`src/rtl/cmd_seq_pkg.sv`:
```
// Shared types and constants for the command sequencer.
package cmd_seq_pkg;
  typedef enum logic [2:0] {IDLE, CAL, HEAD, MOVE, RESP} state_t;

  localparam logic [3:0] OP_CAL     = 4'h0;
  localparam logic [3:0] OP_MOVE    = 4'h2;
  localparam logic [3:0] OP_MOVE_FF = 4'h3;

  localparam logic [7:0] ACK  = 8'hA5;
  localparam logic [7:0] NACK = 8'h5A;
endpackage

```
`src/rtl/line_cntr.sv`:
```
// Rising-edge detector on the line sensor feeding a clearable 5-bit counter.
module line_cntr (
  input  logic       clk,
  input  logic       rst,
  input  logic       en,
  input  logic       clr,
  input  logic       line_in,
  output logic [4:0] cnt
);
  logic       line_q;
  logic [4:0] cnt_q;
  logic       rise;

  // The previous sample tracks continuously so entering MOVE with the line
  // already high does not register a false edge.
  assign rise = line_in & ~line_q;

  always_ff @(posedge clk or posedge rst) begin
    if (rst) begin
      line_q <= 1'b0;
      cnt_q  <= '0;
    end else begin
      line_q <= line_in;
      if (clr)            cnt_q <= '0;
      else if (en && rise) cnt_q <= cnt_q + 5'd1;
    end
  end

  assign cnt = cnt_q;
endmodule

```
`src/rtl/cmd_sequencer.sv`:
```
// Command sequencer: decodes UART commands into calibration or line-counted
// moves and returns an ACK/NACK byte once the action completes.
module cmd_sequencer
  import cmd_seq_pkg::*;
(
  input  logic        clk,
  input  logic        rst,
  input  logic        cmd_rdy,
  input  logic [15:0] cmd,
  output logic        clr_cmd_rdy,
  output logic        cal_go,
  input  logic        cal_done,
  output logic        mv_go,
  output logic [11:0] heading,
  input  logic        heading_rdy,
  input  logic        line_in,
  output logic        fanfare_go,
  output logic        trmt,
  output logic [7:0]  resp,
  input  logic        tx_done
);
  state_t      state_q, state_d;
  logic [11:0] heading_q, heading_d;
  logic [3:0]  squares_q, squares_d;
  logic        ff_q, ff_d;
  logic [7:0]  resp_q, resp_d;
  logic        trmt_q, trmt_d;
  logic        cnt_clr;
  logic [4:0]  cnt;
  logic [3:0]  opcode;

  assign opcode = cmd[15:12];

  line_cntr u_line_cntr (
    .clk     (clk),
    .rst     (rst),
    .en      (state_q == MOVE),
    .clr     (cnt_clr),
    .line_in (line_in),
    .cnt     (cnt)
  );

  always_comb begin
    state_d     = state_q;
    heading_d   = heading_q;
    squares_d   = squares_q;
    ff_d        = ff_q;
    resp_d      = resp_q;
    clr_cmd_rdy = 1'b0;
    cal_go      = 1'b0;
    fanfare_go  = 1'b0;
    cnt_clr     = 1'b0;
    case (state_q)
      IDLE: if (cmd_rdy) begin
        clr_cmd_rdy = 1'b1;
        heading_d   = {cmd[11:4], 4'h0};
        squares_d   = cmd[3:0];
        ff_d        = (opcode == OP_MOVE_FF);
        case (opcode)
          OP_CAL: begin
            cal_go  = 1'b1;
            state_d = CAL;
          end
          OP_MOVE, OP_MOVE_FF: state_d = HEAD;
          default: begin
            resp_d  = NACK;
            state_d = RESP;
          end
        endcase
      end
      CAL: if (cal_done) begin
        resp_d  = ACK;
        state_d = RESP;
      end
      HEAD: if (heading_rdy) begin
        if (squares_q == 4'd0) begin
          resp_d  = ACK;
          state_d = RESP;
        end else begin
          cnt_clr = 1'b1;
          state_d = MOVE;
        end
      end
      // Completion looks only at the count, so heading_rdy dropping here is moot.
      MOVE: if (cnt == {squares_q, 1'b0}) begin
        fanfare_go = ff_q;
        resp_d     = ACK;
        state_d    = RESP;
      end
      RESP: if (tx_done) state_d = IDLE;
      default: state_d = IDLE;
    endcase
  end

  // trmt is registered so it lands on the first RESP cycle alongside resp.
  assign trmt_d = (state_d == RESP) && (state_q != RESP);

  always_ff @(posedge clk or posedge rst) begin
    if (rst) begin
      state_q   <= IDLE;
      heading_q <= '0;
      squares_q <= '0;
      ff_q      <= 1'b0;
      resp_q    <= '0;
      trmt_q    <= 1'b0;
    end else begin
      state_q   <= state_d;
      heading_q <= heading_d;
      squares_q <= squares_d;
      ff_q      <= ff_d;
      resp_q    <= resp_d;
      trmt_q    <= trmt_d;
    end
  end

  assign mv_go   = (state_q == HEAD) || (state_q == MOVE);
  assign heading = heading_q;
  assign resp    = resp_q;
  assign trmt    = trmt_q;
endmodule

```
`config.mk`:
```
export PLATFORM = sky130hd
export DESIGN_NAME = cmd_sequencer
export DESIGN_NICKNAME = d
export VERILOG_FILES = /design/src/rtl/cmd_seq_pkg.sv /design/src/rtl/line_cntr.sv /design/src/rtl/cmd_sequencer.sv
export SDC_FILE = /design/constraint.sdc
export NUM_CORES = 1
export LEC_CHECK = 0
export ABC_CLOCK_PERIOD_IN_PS = 2000
export BUFFER_PORTS_ARGS = -buffer_cell sky130_fd_sc_hd__buf_2
export CAP_MARGIN = 40
export CORE_MARGIN = 2
export CORE_UTILIZATION = 49
export CTS_CLUSTER_DIAMETER = 30
export DETAILED_ROUTE_END_ITERATION = 7
export GPL_TIMING_DRIVEN = 0
export PLACE_DENSITY = 0.78
export SLEW_MARGIN = 25
export SYNTH_ARGS = -nofsm -noshare
export SYNTH_HDL_FRONTEND = slang
export SYNTH_SLANG_ARGS = --single-unit
```
`constraint.sdc`:
```
create_clock -name clk -period 2 [get_ports clk]
set_input_delay 0.4 -clock clk [delete_from_list [all_inputs] [get_ports clk]]
set_output_delay 0.4 -clock clk [all_outputs]
set_load 0.01 [all_outputs]
```
Yosys cells after proc, flatten, opt, wreduce, memory -nomap -nowiden
Index checks and enable logic that the tools add are counted.
W data, S select, Z words.
{"block": "word_totals", "in_bits": 23, "regBits": 31, "wordCells": 65, "output_inout_bits": 25}
{"block": "op_classes", "mux": 27, "n_bitwise": 2, "n_addsub": 1, "eq_ne": 15, "reduce_logical": 12}
{"op": "$mux W8", "n": 6}
{"op": "$pmux W8 S4", "n": 1}
{"op": "$mux W3", "n": 6}
{"op": "$pmux W3 S5", "n": 1}
{"op": "$ne A2 B2 Y1 const B", "n": 6}
{"op": "$mux W1", "n": 10}
{"op": "$mux W5", "n": 2}
{"op": "$eq A4 B2 Y1 const B", "n": 2}
{"op": "$logic_not A4 Y1", "n": 2}
{"op": "$reduce_and A7 Y1", "n": 1}
{"op": "$eq A3 B2 Y1 const B", "n": 2}
{"op": "$eq A3 B3 Y1 const B", "n": 2}
{"op": "$pmux W3 S2", "n": 1}
{"op": "$add A5 B1 Y5 const B", "n": 1}
{"op": "$eq A5 B5 Y1", "n": 1}
{"op": "$reduce_bool A4 Y1", "n": 1}
{"op": "$eq A3 B1 Y1 const B", "n": 1}
{"op": "$logic_not A3 Y1", "n": 1}
{"op": "$ne A3 B3 Y1 const B", "n": 1}
{"op": "$reduce_or A3 Y1", "n": 1}
{"op": "$logic_and A1 B1 Y1", "n": 2}
{"op": "$reduce_and A2 Y1", "n": 1}
{"op": "$reduce_bool A2 Y1", "n": 1}
{"op": "$reduce_or A2 Y1", "n": 1}
{"op": "3 further kinds", "n": 3}

Depth between registers and ports, before layout
Gate-level depths: netlist (run 1).
{"block": "logic_depth", "depth_word": 7, "mapped_depth": 7, "mapped_depth_nobuf": 5}

Modules after synthesis
Synthesis (run 1) repeated with hierarchy kept, for this count alone.
{"block": "unflattened", "cells_unflattened": 117, "area_unflattened_um2": 1325.0}
{"module": "cmd_sequencer", "area_each_um2": 1062.3, "instances": 1, "cells_per_inst": 93, "seq_area_each_um2": 475.5}
{"module": "line_cntr", "area_each_um2": 262.8, "instances": 1, "cells_per_inst": 24, "seq_area_each_um2": 150.1}

Worst setup path after synthesis (run 1)
OpenSTA, ideal clock, no wires.
{"block": "synth_path", "path_kind": "reg-to-output", "startpoint": "register squares_q[1]", "endpoint": "output port fanfare_go", "stages_incl_launch_ff": 5, "arrival_ps": 1197, "n_path_buf": 0, "path_slack_ps": 403, "required_ps": 1600, "path_cell_list": "dfrtp_1 -> xor2_1 -> nor3_2 -> nand2_1 -> nor3_1"}
{"block": "synth_between", "elab_chain_cells": 3}
{"element": "from (decl)", "line_no": "cmd_sequencer.sv:24", "source": "logic [3:0] squares_q, squares_d;"}
{"element": "from (signal assigned)", "line_no": "cmd_sequencer.sv:109", "source": "squares_q <= squares_d;"}
{"element": "$eq A5 B5 Y1", "line_no": "cmd_sequencer.sv:85", "source": "MOVE: if (cnt == {squares_q, 1'b0}) begin"}
{"element": "$mux W1", "line_no": "cmd_sequencer.sv:85"}
{"element": "$mux W1", "line_no": "cmd_sequencer.sv:53", "source": "case (state_q)"}
{"element": "to (decl)", "line_no": "cmd_sequencer.sv:17", "source": "output logic fanfare_go,"}
No other way between the ends.

Worst setup path after layout (run 1)
Ends and elaborated chain as after synthesis.

==> results of run 1 <==
==> metrics by stage <==
step | worst slack, ps | TNS [ps]
floorplan | 403 | 0
global placement | 274 | 0
detailed placement | 246 | 0
CTS | 17.2 | 0
global route | -31.2 | -31.2
finish | 43.0 | 0
==> report_power, final <==
group | leakage, nW | switching [mW] | internal [mW]
clock | 0.0177 | 0.156 | 0.0750
sequential | 0.305 | 0.181 | 0.712
combinational | 0.574 | 0.528 | 0.668
==> metal layers <==
metal	track usage, %	wire length [um]
met1	21.8	1240
met2	34.6	1490
met3	3.23	167
met4	8.31	85
met5	0	0
==> how the worst min path moves through the flow <==
stage | cells past startpoint | slack, ps | to | startpoint
finish | 2 | 80 | heading[8]$_DFFE_PP0P_ | rst
global route | 2 | 110 | squares_q[0]$_DFFE_PP0P_ | rst
CTS | 2 | 80 | heading[7]$_DFFE_PP0P_ | rst
detailed placement | 2 | 450 | heading[7]$_DFFE_PP0P_ | rst
global placement | 1 | 490 | heading[9]$_DFFE_PP0P_ | heading[9]$_DFFE_PP0P_
floorplan | 1 | 430 | ff_q$_DFFE_PP0P_ | rst
==> registers in the layout, summed over array words and instances, names as in the netlist <==
signal / cells
trmt: 1
squares_q: 4
ff_q: 1
state_q: 3
resp: 2
u_line_cntr.cnt: 5
heading: 8
u_line_cntr.line_q: 1
==> area by class of cell <==
| type | instances | area, um2 |
|---|---|---|
| buffer | 12 | 106 |
| clock buffer | 3 | 22.5 |
| clock inverter | 1 | 5.00 |
| fill | 219 | 942 |
| inverter | 11 | 41.3 |
| multi-input combinational | 81 | 621 |
| sequential | 25 | 629 |
| tap | 31 | 38.8 |
| timing repair buffer | 53 | 304 |
==> cells in the mapped netlist (all sizes together) (3+ instances only) <==
| cell | n | area share (%) |
|---|---|---|
| dfrtp | 25 | 46 |
| buf | 12 | 7.7 |
| mux2 | 12 | 12 |
| inv | 11 | 3.0 |
| nor2 | 10 | 2.9 |
| nand2 | 6 | 1.6 |
| nor3 | 6 | 2.6 |
| a21oi | 4 | 1.5 |
| nand3 | 4 | 1.5 |
| xnor2 | 4 | 2.6 |
| xor2 | 4 | 2.6 |
| a31oi | 3 | 1.4 |
| nand2b | 3 | 1.4 |
| o21ai | 3 | 1.1 |
==> kinds of logic after synthesis <==
kind of cell / count (synthesis) / share of synthesized area [%]
multiplexers: 12 / 11.8
other: 1 / 0.273
buffers and inverters: 24 / 11.1
AND/OR/NAND/NOR: 36 / 15.4
AO/OA/AOI/OAI: 20 / 9.85
adder cells (fa/ha/maj): 1 / 0.911
XOR/XNOR: 8 / 5.10
flip-flops: 25 / 45.6
==> placed cells by master, fill, tap and decap left out, drive strengths merged, types with 3 or more instances in the layout <==
cell and n:
nor2 10, dfrtp 25, clkbuf 3, nand2 6, a21oi 4, xnor2 4, nand2b 3, mux2 12
buf 65, inv 11, nand3 4, xor2 4, o21ai 3, a31oi 3, conb 4, nor3 6
==> repair_timing <==
action | CTS | global route
setup buffers | 5 | 4
gates resized for setup | 4 | 4
pin swaps | 1 | 3
setup endpoints to repair | 3 | 3
==> flow_summary.toml, run 1 <==
[outcome]
outcome = "finished clean"

[sta]
relSlewSlack_pct = 65.5
setup_viol = 0
rsz0062_at_grt = "yes"
clock_skew_ps = 2.09
fin_crit_sh_pct = 97.9
holdWs_ps = 79.5
maxSlewViolCount = 0
timing.fmax_ghz = 0.511
hold_violations = 0
fin_crit_ps = 1960
worstMarginPinSlew_ps = 517

[critical_path]
cp_num_cells = 5
reg2reg_to = "state_q[0]$_DFF_PP0_"
r2r_slack_ps = 370
crit_end = "fanfare_go"
worstPathCellList = "xor2_1 -> nor3_2 -> nand2_1 -> nor3_2 -> buf_2"
path_max_fanout = 3
crit_start = "squares_q[1]$_DFFE_PP0P_"
crit_required_ps = 1600
max_stage_delay_ps = 470
crit-reg2reg-launch = "squares_q[1]$_DFFE_PP0P_"
path_class = "reg -> out"
crit_path_frequent_cell = "nor3_2"
crit_path_top_delay_cell = "dfrtp_2"
critPathBufInv = 1
crit_path_start_kind = "flip-flop"
rr_worst_depth = 6
crit_path_end_kind = "output pin"
critPathTopFamily = "flip-flops"
worst_ep_arrival_time_ps = 1560

[synthesis]
synth-seq-cells = 25
avgSynthCellArea_um2 = 10.8
ys_async_sr_fraction_pct = 100
ys.warnings.count = 0
synth_edf_count = 0
syn_area_mm2 = 0.00137
synth_flop_cell = "dfrtp_1"
ys_seq_area_share_pct = 45.6
yosysUniqueCellTypes = 38
syn-instance-count = 127

[die]
die_w_um = 56.9
rows = 19
initial_utilization_pct = 50.6
coreArea_mm2 = 0.00271
die_area_mm2 = 0.00324
num_io_pins = 48
die_y_um = 56.9

[clocking]
postCtsHoldBufs = 0
cts_tree = "yes"
numCtsBuffers = 3
cts.sinks = 25
clk_path_buf_depth = 2
clock_latency_ps = 320
clockRootBuffer = "clkbuf_4"
cts-htree-levels = 1
clkTransAtPathRegs_ps = 140

[route]
avgViaCountPerCell = 5.21
vias = 1130
wire_per_inst_um = 13.7
first_pass_iters = 4
antenna_left = 0
drc = 0
postRouteWirelength_um = 2980
initialDrtViolationCount = 8

[grt]
grt_first_pass_wirelength_um = 4750
antenna_found_initial = 0
grt_max_degree = 15
grt_remaining_overflow = 0
gr-usage-all-layers_pct = 19.1
grt_pass1_vias = 1102

[power]
irDropWorstVdd_mv = 1.03
cellPowerDensity_mw_per_mm2 = 1310
power_mw = 2.32
leakage_nw = 0.897

[placement]
dpl_cell_area_mm2 = 0.00165
io_buffers = 43
dpl.cell_count = 205
dp_hpwl_um = 2260
globalplace.congestion = 0.819

[cells_and_area]
stdcell_area_mm2 = 0.00177
final_cells = 217
nNetsFinal = 211
area_delta_synth_final_pct = 28.8
n_antenna_cell = 0
post-route-util_pct = 65.2
layout-drive-gt1-share_pct = 50.5

[min_path]
min_path_type = "in -> async"

[flow_run]
cap_violations = 0
No activity file was read; power rests on OpenSTA's default activity.
==> run 2: changes to the inputs <==
ABC_CLOCK_PERIOD_IN_PS = 1800   (was 2000)
CORE_UTILIZATION = 44   (was 49)
PLACE_DENSITY = 0.74   (was 0.78)
clock period = 1.8 ns   (was 2 ns; I/O delays follow)
==> run 2 against run 1 <==
  * The flow now finishes with violations (negative setup slack)
  * Routed wire length shrank 3.1%
  * Total power grew 12%
  * Global-route usage shrank 1.6 points
  * Combinational power grew 15%
  * First-iteration DRC count grew to 4.8 times the previous value
  * Die area grew 11%
  * Utilization shrank 4.7 points
  * Hold slack gained 80 ps
  * Via count shrank 1.1%
==> flow_summary.toml, run 2 (synthesized netlist as in run 1, its figures left out) <==
[sta]
rsz0062_at_grt = "yes"
fin_crit_ps = 1870
clock_skew_ps = 4.20
maxSlewViolCount = 0
timing.fmax_ghz = 0.534
setup_viol = 1
hold_violations = 0
fin_crit_sh_pct = 104
relSlewSlack_pct = 67.1
worstMarginPinSlew_ps = 489
setup_ws_ps = -73.3

[critical_path]
worst_ep_arrival_time_ps = 1510
crit_path_end_kind = "output pin"
crit_required_ps = 1440
crit_path_start_kind = "flip-flop"
path_max_fanout = 2
path_class = "reg -> out"

[placement]
io_buffers = 43
pre_cts_ws_ps = 83.8
globalplace.congestion = 0.823
dpl.cell_count = 207
dpl_cell_area_mm2 = 0.00167
dp_hpwl_um = 2140

[route]
drc = 0
postRouteWirelength_um = 2890
avgViaCountPerCell = 4.99
initialDrtViolationCount = 38
first_pass_iters = 4
vias = 1118
wire_per_inst_um = 12.9
antenna_left = 0

[grt]
grt_pass1_vias = 1097
antenna_found_initial = 0
use_met2_pct = 31.7
gr-usage-all-layers_pct = 17.5
grt_remaining_overflow = 0
grt_first_pass_wirelength_um = 4720
grt_max_degree = 19
grtUsageMet3_pct = 2.81
use_met1_pct = 21.2
gr-max-usage-layer = "met2"

[cells_and_area]
nNetsFinal = 216
final_cells = 224
post-route-util_pct = 60.6
final_common_cell = "buf_2"
largest_reg_flops = 8
area_delta_synth_final_pct = 32.5
final_cell_mix = "42 x buf_2, 24 x buf_4, 22 x dfrtp_1"
layout-drive-gt1-share_pct = 51.3
n_antenna_cell = 0
stdcell_area_mm2 = 0.00182

[clocking]
clk_path_buf_depth = 2
clockRootBuffer = "clkbuf_4"
cts-htree-levels = 1
numCtsBuffers = 3
clkTransAtPathRegs_ps = 130
cts_tree = "yes"
cts.sinks = 25
clock_latency_ps = 310

[die]
die_y_um = 59.9
die_w_um = 59.9
rows = 20
coreArea_mm2 = 0.00300
initial_utilization_pct = 45.7
die_area_mm2 = 0.00358
num_io_pins = 48

[min_path]
min_path_type = "in -> reg"

[power]
leakage_nw = 0.925
cellPowerDensity_mw_per_mm2 = 1430
irDropWorstVdd_mv = 0.796

[flow_run]
cap_violations = 0

[outcome]
violations = "negative setup slack"
outcome = "finished with violations"
-- run 2: area by class of cell --
cell class	count	area, um2
clock buffer	3	22.5
sequential	25	629
multi-input combinational	81	621
inverter	11	41.3
timing repair buffer	59	364
clock inverter	1	5.00
buffer	11	95.1
tap	33	41.3
fill	271	1180
-- run 2: power breakdown --
part / leakage [nW] / switching (mW) / internal, mW
Clock: 0.0177 / 0.167 / 0.0831
Combinational: 0.602 / 0.594 / 0.783
Sequential: 0.305 / 0.190 / 0.791
Total: 0.925 / 0.952 / 1.66
-- run 2: worst max-delay path: stages, from the launching register on --
cell and delay, ps:
dfrtp_1 420, xor2_1 180, nor3_2 200, nand2_1 80, nor3_2 160, buf_2 160
-- run 2: path summary, 6_finish.rpt --
| kind | start | end | slack (ps) | cells after the start |
|---|---|---|---|---|
| setup / recovery | squares_q[3]$_DFFE_PP0P_ | fanfare_go | -70 | 5 |
| setup reg to reg | squares_q[0]$_DFFE_PP0P_ | state_q[2]$_DFF_PP0_ | 210 | 5 |
| hold / removal | line_in | u_line_cntr.line_q$_DFF_PP0_ | 160 | 1 |
| min in group asynchronous | rst | u_line_cntr.line_q$_DFF_PP0_ | 560 | 3 |
| hold reg to reg | heading[10]$_DFFE_PP0P_ | heading[10]$_DFFE_PP0P_ | 530 | 1 |
| max in group asynchronous | rst | state_q[1]$_DFF_PP0_ | 820 | 4 |
-- run 2: what timing repair did --
action	CTS	global route
hold buffers	1	0
cloned	0	0
pin swaps	3	1
resized for setup	7	1
hold endpoints to repair	6	0
buffers inserted	10	4
endpoints found under the setup margin	3	3
-- run 2: routing by layer --
| layer | routed length (um) | part of all wire, % |
|---|---|---|
| met5 | 0 | 0 |
| met4 | 7 | 0.24 |
| met3 | 181 | 6.3 |
| met2 | 1500 | 52 |
| met1 | 1200 | 42 |
-- run 2: stage by stage --
step	TNS, ps	hold slack [ps]	power (mW)
3_5_place_dp	0	357	2.18
5_1_grt	-272	133	2.81
6_report	-73.3	159	2.61
2_1_floorplan	0	387	1.83
3_3_place_gp	0	487	2.12
4_1_cts	-132	152	2.59
==> run 3: changes to the inputs <==
SETUP_SLACK_MARGIN = 0.2   (was not set)
==> run 3 against run 2 <==
  * Utilization increased by 4.2 points
  * Total power increased by 8.7%
  * The flow still finishes with violations (negative setup slack)
  * Routed wire length increased by 9.1%
  * Flip-flop and latch count unchanged
  * Clock-buffer cell count unchanged
  * Critical endpoint unchanged
  * Non-clock buffer count increased by 6
  * Die area unchanged
  * Clock skew decreased by 2.9 ps
  * Clock power increased by 2%
  * Final area increased by 6.9%
  * Largest cell class is now multi-input gates
  * Sequential power increased by 0.4%
  * Maximum frequency decreased by 0.84%
  * Highest routed layer unchanged
==> flow_summary.toml, run 3 (synthesized netlist as in run 1, its figures left out) <==
[cells_and_area]
final_cell_mix = "41 x buf_2, 24 x buf_4, 22 x dfrtp_1"
nNetsFinal = 222
largest_reg_flops = 8
layout-drive-gt1-share_pct = 54.3
n_antenna_cell = 0
area_delta_synth_final_pct = 41.7
stdcell_area_mm2 = 0.00194
final_common_cell = "buf_2"
final_cells = 230

[route]
initialDrtViolationCount = 28
vias = 1197
drc = 0
first_pass_iters = 4
wire_per_inst_um = 13.7
antenna_left = 0
postRouteWirelength_um = 3150
avgViaCountPerCell = 5.20

[grt]
grt_first_pass_wirelength_um = 4830
grt_max_degree = 19
antenna_found_initial = 0
grt_pass1_vias = 1126
grt_remaining_overflow = 0
gr-usage-all-layers_pct = 18.0

[placement]
dp_hpwl_um = 2140
pre_cts_ws_ps = 83.8
dpl.cell_count = 207
globalplace.congestion = 0.823
dpl_cell_area_mm2 = 0.00167
io_buffers = 43

[sta]
setup_viol = 3
hold_violations = 0
rsz0062_at_grt = "yes"
fin_crit_ps = 1890
timing.fmax_ghz = 0.529
relSlewSlack_pct = 64.2
holdWs_ps = 154
maxSlewViolCount = 0
worstMarginPinSlew_ps = 532
clock_skew_ps = 1.30
fin_crit_sh_pct = 105
setup_ws_ps = -89.2

[power]
cellPowerDensity_mw_per_mm2 = 1460
power_mw = 2.83
irDropWorstVdd_mv = 0.828
leakage_nw = 0.979

[critical_path]
crit_path_start_kind = "flip-flop"
reg2reg_to = "heading[7]$_DFFE_PP0P_"
rr_worst_depth = 8
crit_end = "fanfare_go"
path_max_fanout = 2
crit-reg2reg-launch = "state_q[0]$_DFF_PP0_"
path_class = "reg -> out"
crit_start = "squares_q[3]$_DFFE_PP0P_"
worst_ep_arrival_time_ps = 1530
crit_required_ps = 1440
crit_path_end_kind = "output pin"
r2r_slack_ps = 190

[clocking]
cts-htree-levels = 1
cts_tree = "yes"
clockRootBuffer = "clkbuf_4"
numCtsBuffers = 3
cts.sinks = 25
clock_latency_ps = 310
clk_path_buf_depth = 2
clkTransAtPathRegs_ps = 140

[die]
coreArea_mm2 = 0.00300
initial_utilization_pct = 45.7
die_w_um = 59.9
rows = 20
num_io_pins = 48
die_y_um = 59.9
die_area_mm2 = 0.00358

[min_path]
min_path_type = "in -> reg"

[flow_run]
cap_violations = 0

[outcome]
violations = "negative setup slack"
outcome = "finished with violations"
## run 3: routing by layer
layer	vias up	track usage, %	part of all wire (%)
met1	576	21.4	41
met2	54	31.7	51
li1	561	-	-
met4	0	6.98	1.5
met5	-	0	0
met3	6	3.46	6.2
## run 3: stage by stage
step                TNS [ps]  utilization (%)
finish                  -244             64.8
global route            -512             64.8
CTS                     -183             61.0
detailed placement         0             55.5
global placement           0             54.6
floorplan                  0                -
## run 3: cell type report
cell class	count	area (um2)
clock inverter	1	5.00
fill	262	1060
inverter	11	41.3
clock buffer	3	22.5
sequential	25	629
multi-input combinational	81	638
tap	33	41.3
timing repair buffer	63	447
buffer	13	120
## run 3: how the worst min path moves through the flow
stage	start	to	cells past startpoint
global placement	line_in	u_line_cntr.line_q$_DFF_PP0_	1
detailed placement	rst	u_line_cntr.line_q$_DFF_PP0_	2
global route	line_in	u_line_cntr.line_q$_DFF_PP0_	1
CTS	line_in	u_line_cntr.line_q$_DFF_PP0_	1
finish	line_in	u_line_cntr.line_q$_DFF_PP0_	1
floorplan	rst	ff_q$_DFFE_PP0P_	1
## run 3: report_power, final
part / internal [mW] / total (mW) / switching, mW / leakage [nW]
Clock: 0.0831 / 0.254 / 0.171 / 0.0177
Combinational: 0.937 / 1.60 / 0.659 / 0.656
Sequential: 0.792 / 0.985 / 0.193 / 0.305
Total: 1.81 / 2.83 / 1.02 / 0.979
## run 3: worst max-delay path, stage by stage, from the launching register on
cell     delay, ps
dfrtp_1        420
xor2_1         180
nor3_2         200
nand2_1         90
nor3_2         170
buf_2          160
## run 3: what timing repair did
action	in CTS	in global routing
resized for setup	9	11
pin swaps	2	7
gates cloned	0	1
hold buffers	1	0
buffers inserted	12	5
hold endpoints to repair	7	0
endpoints found under the setup margin	10	14
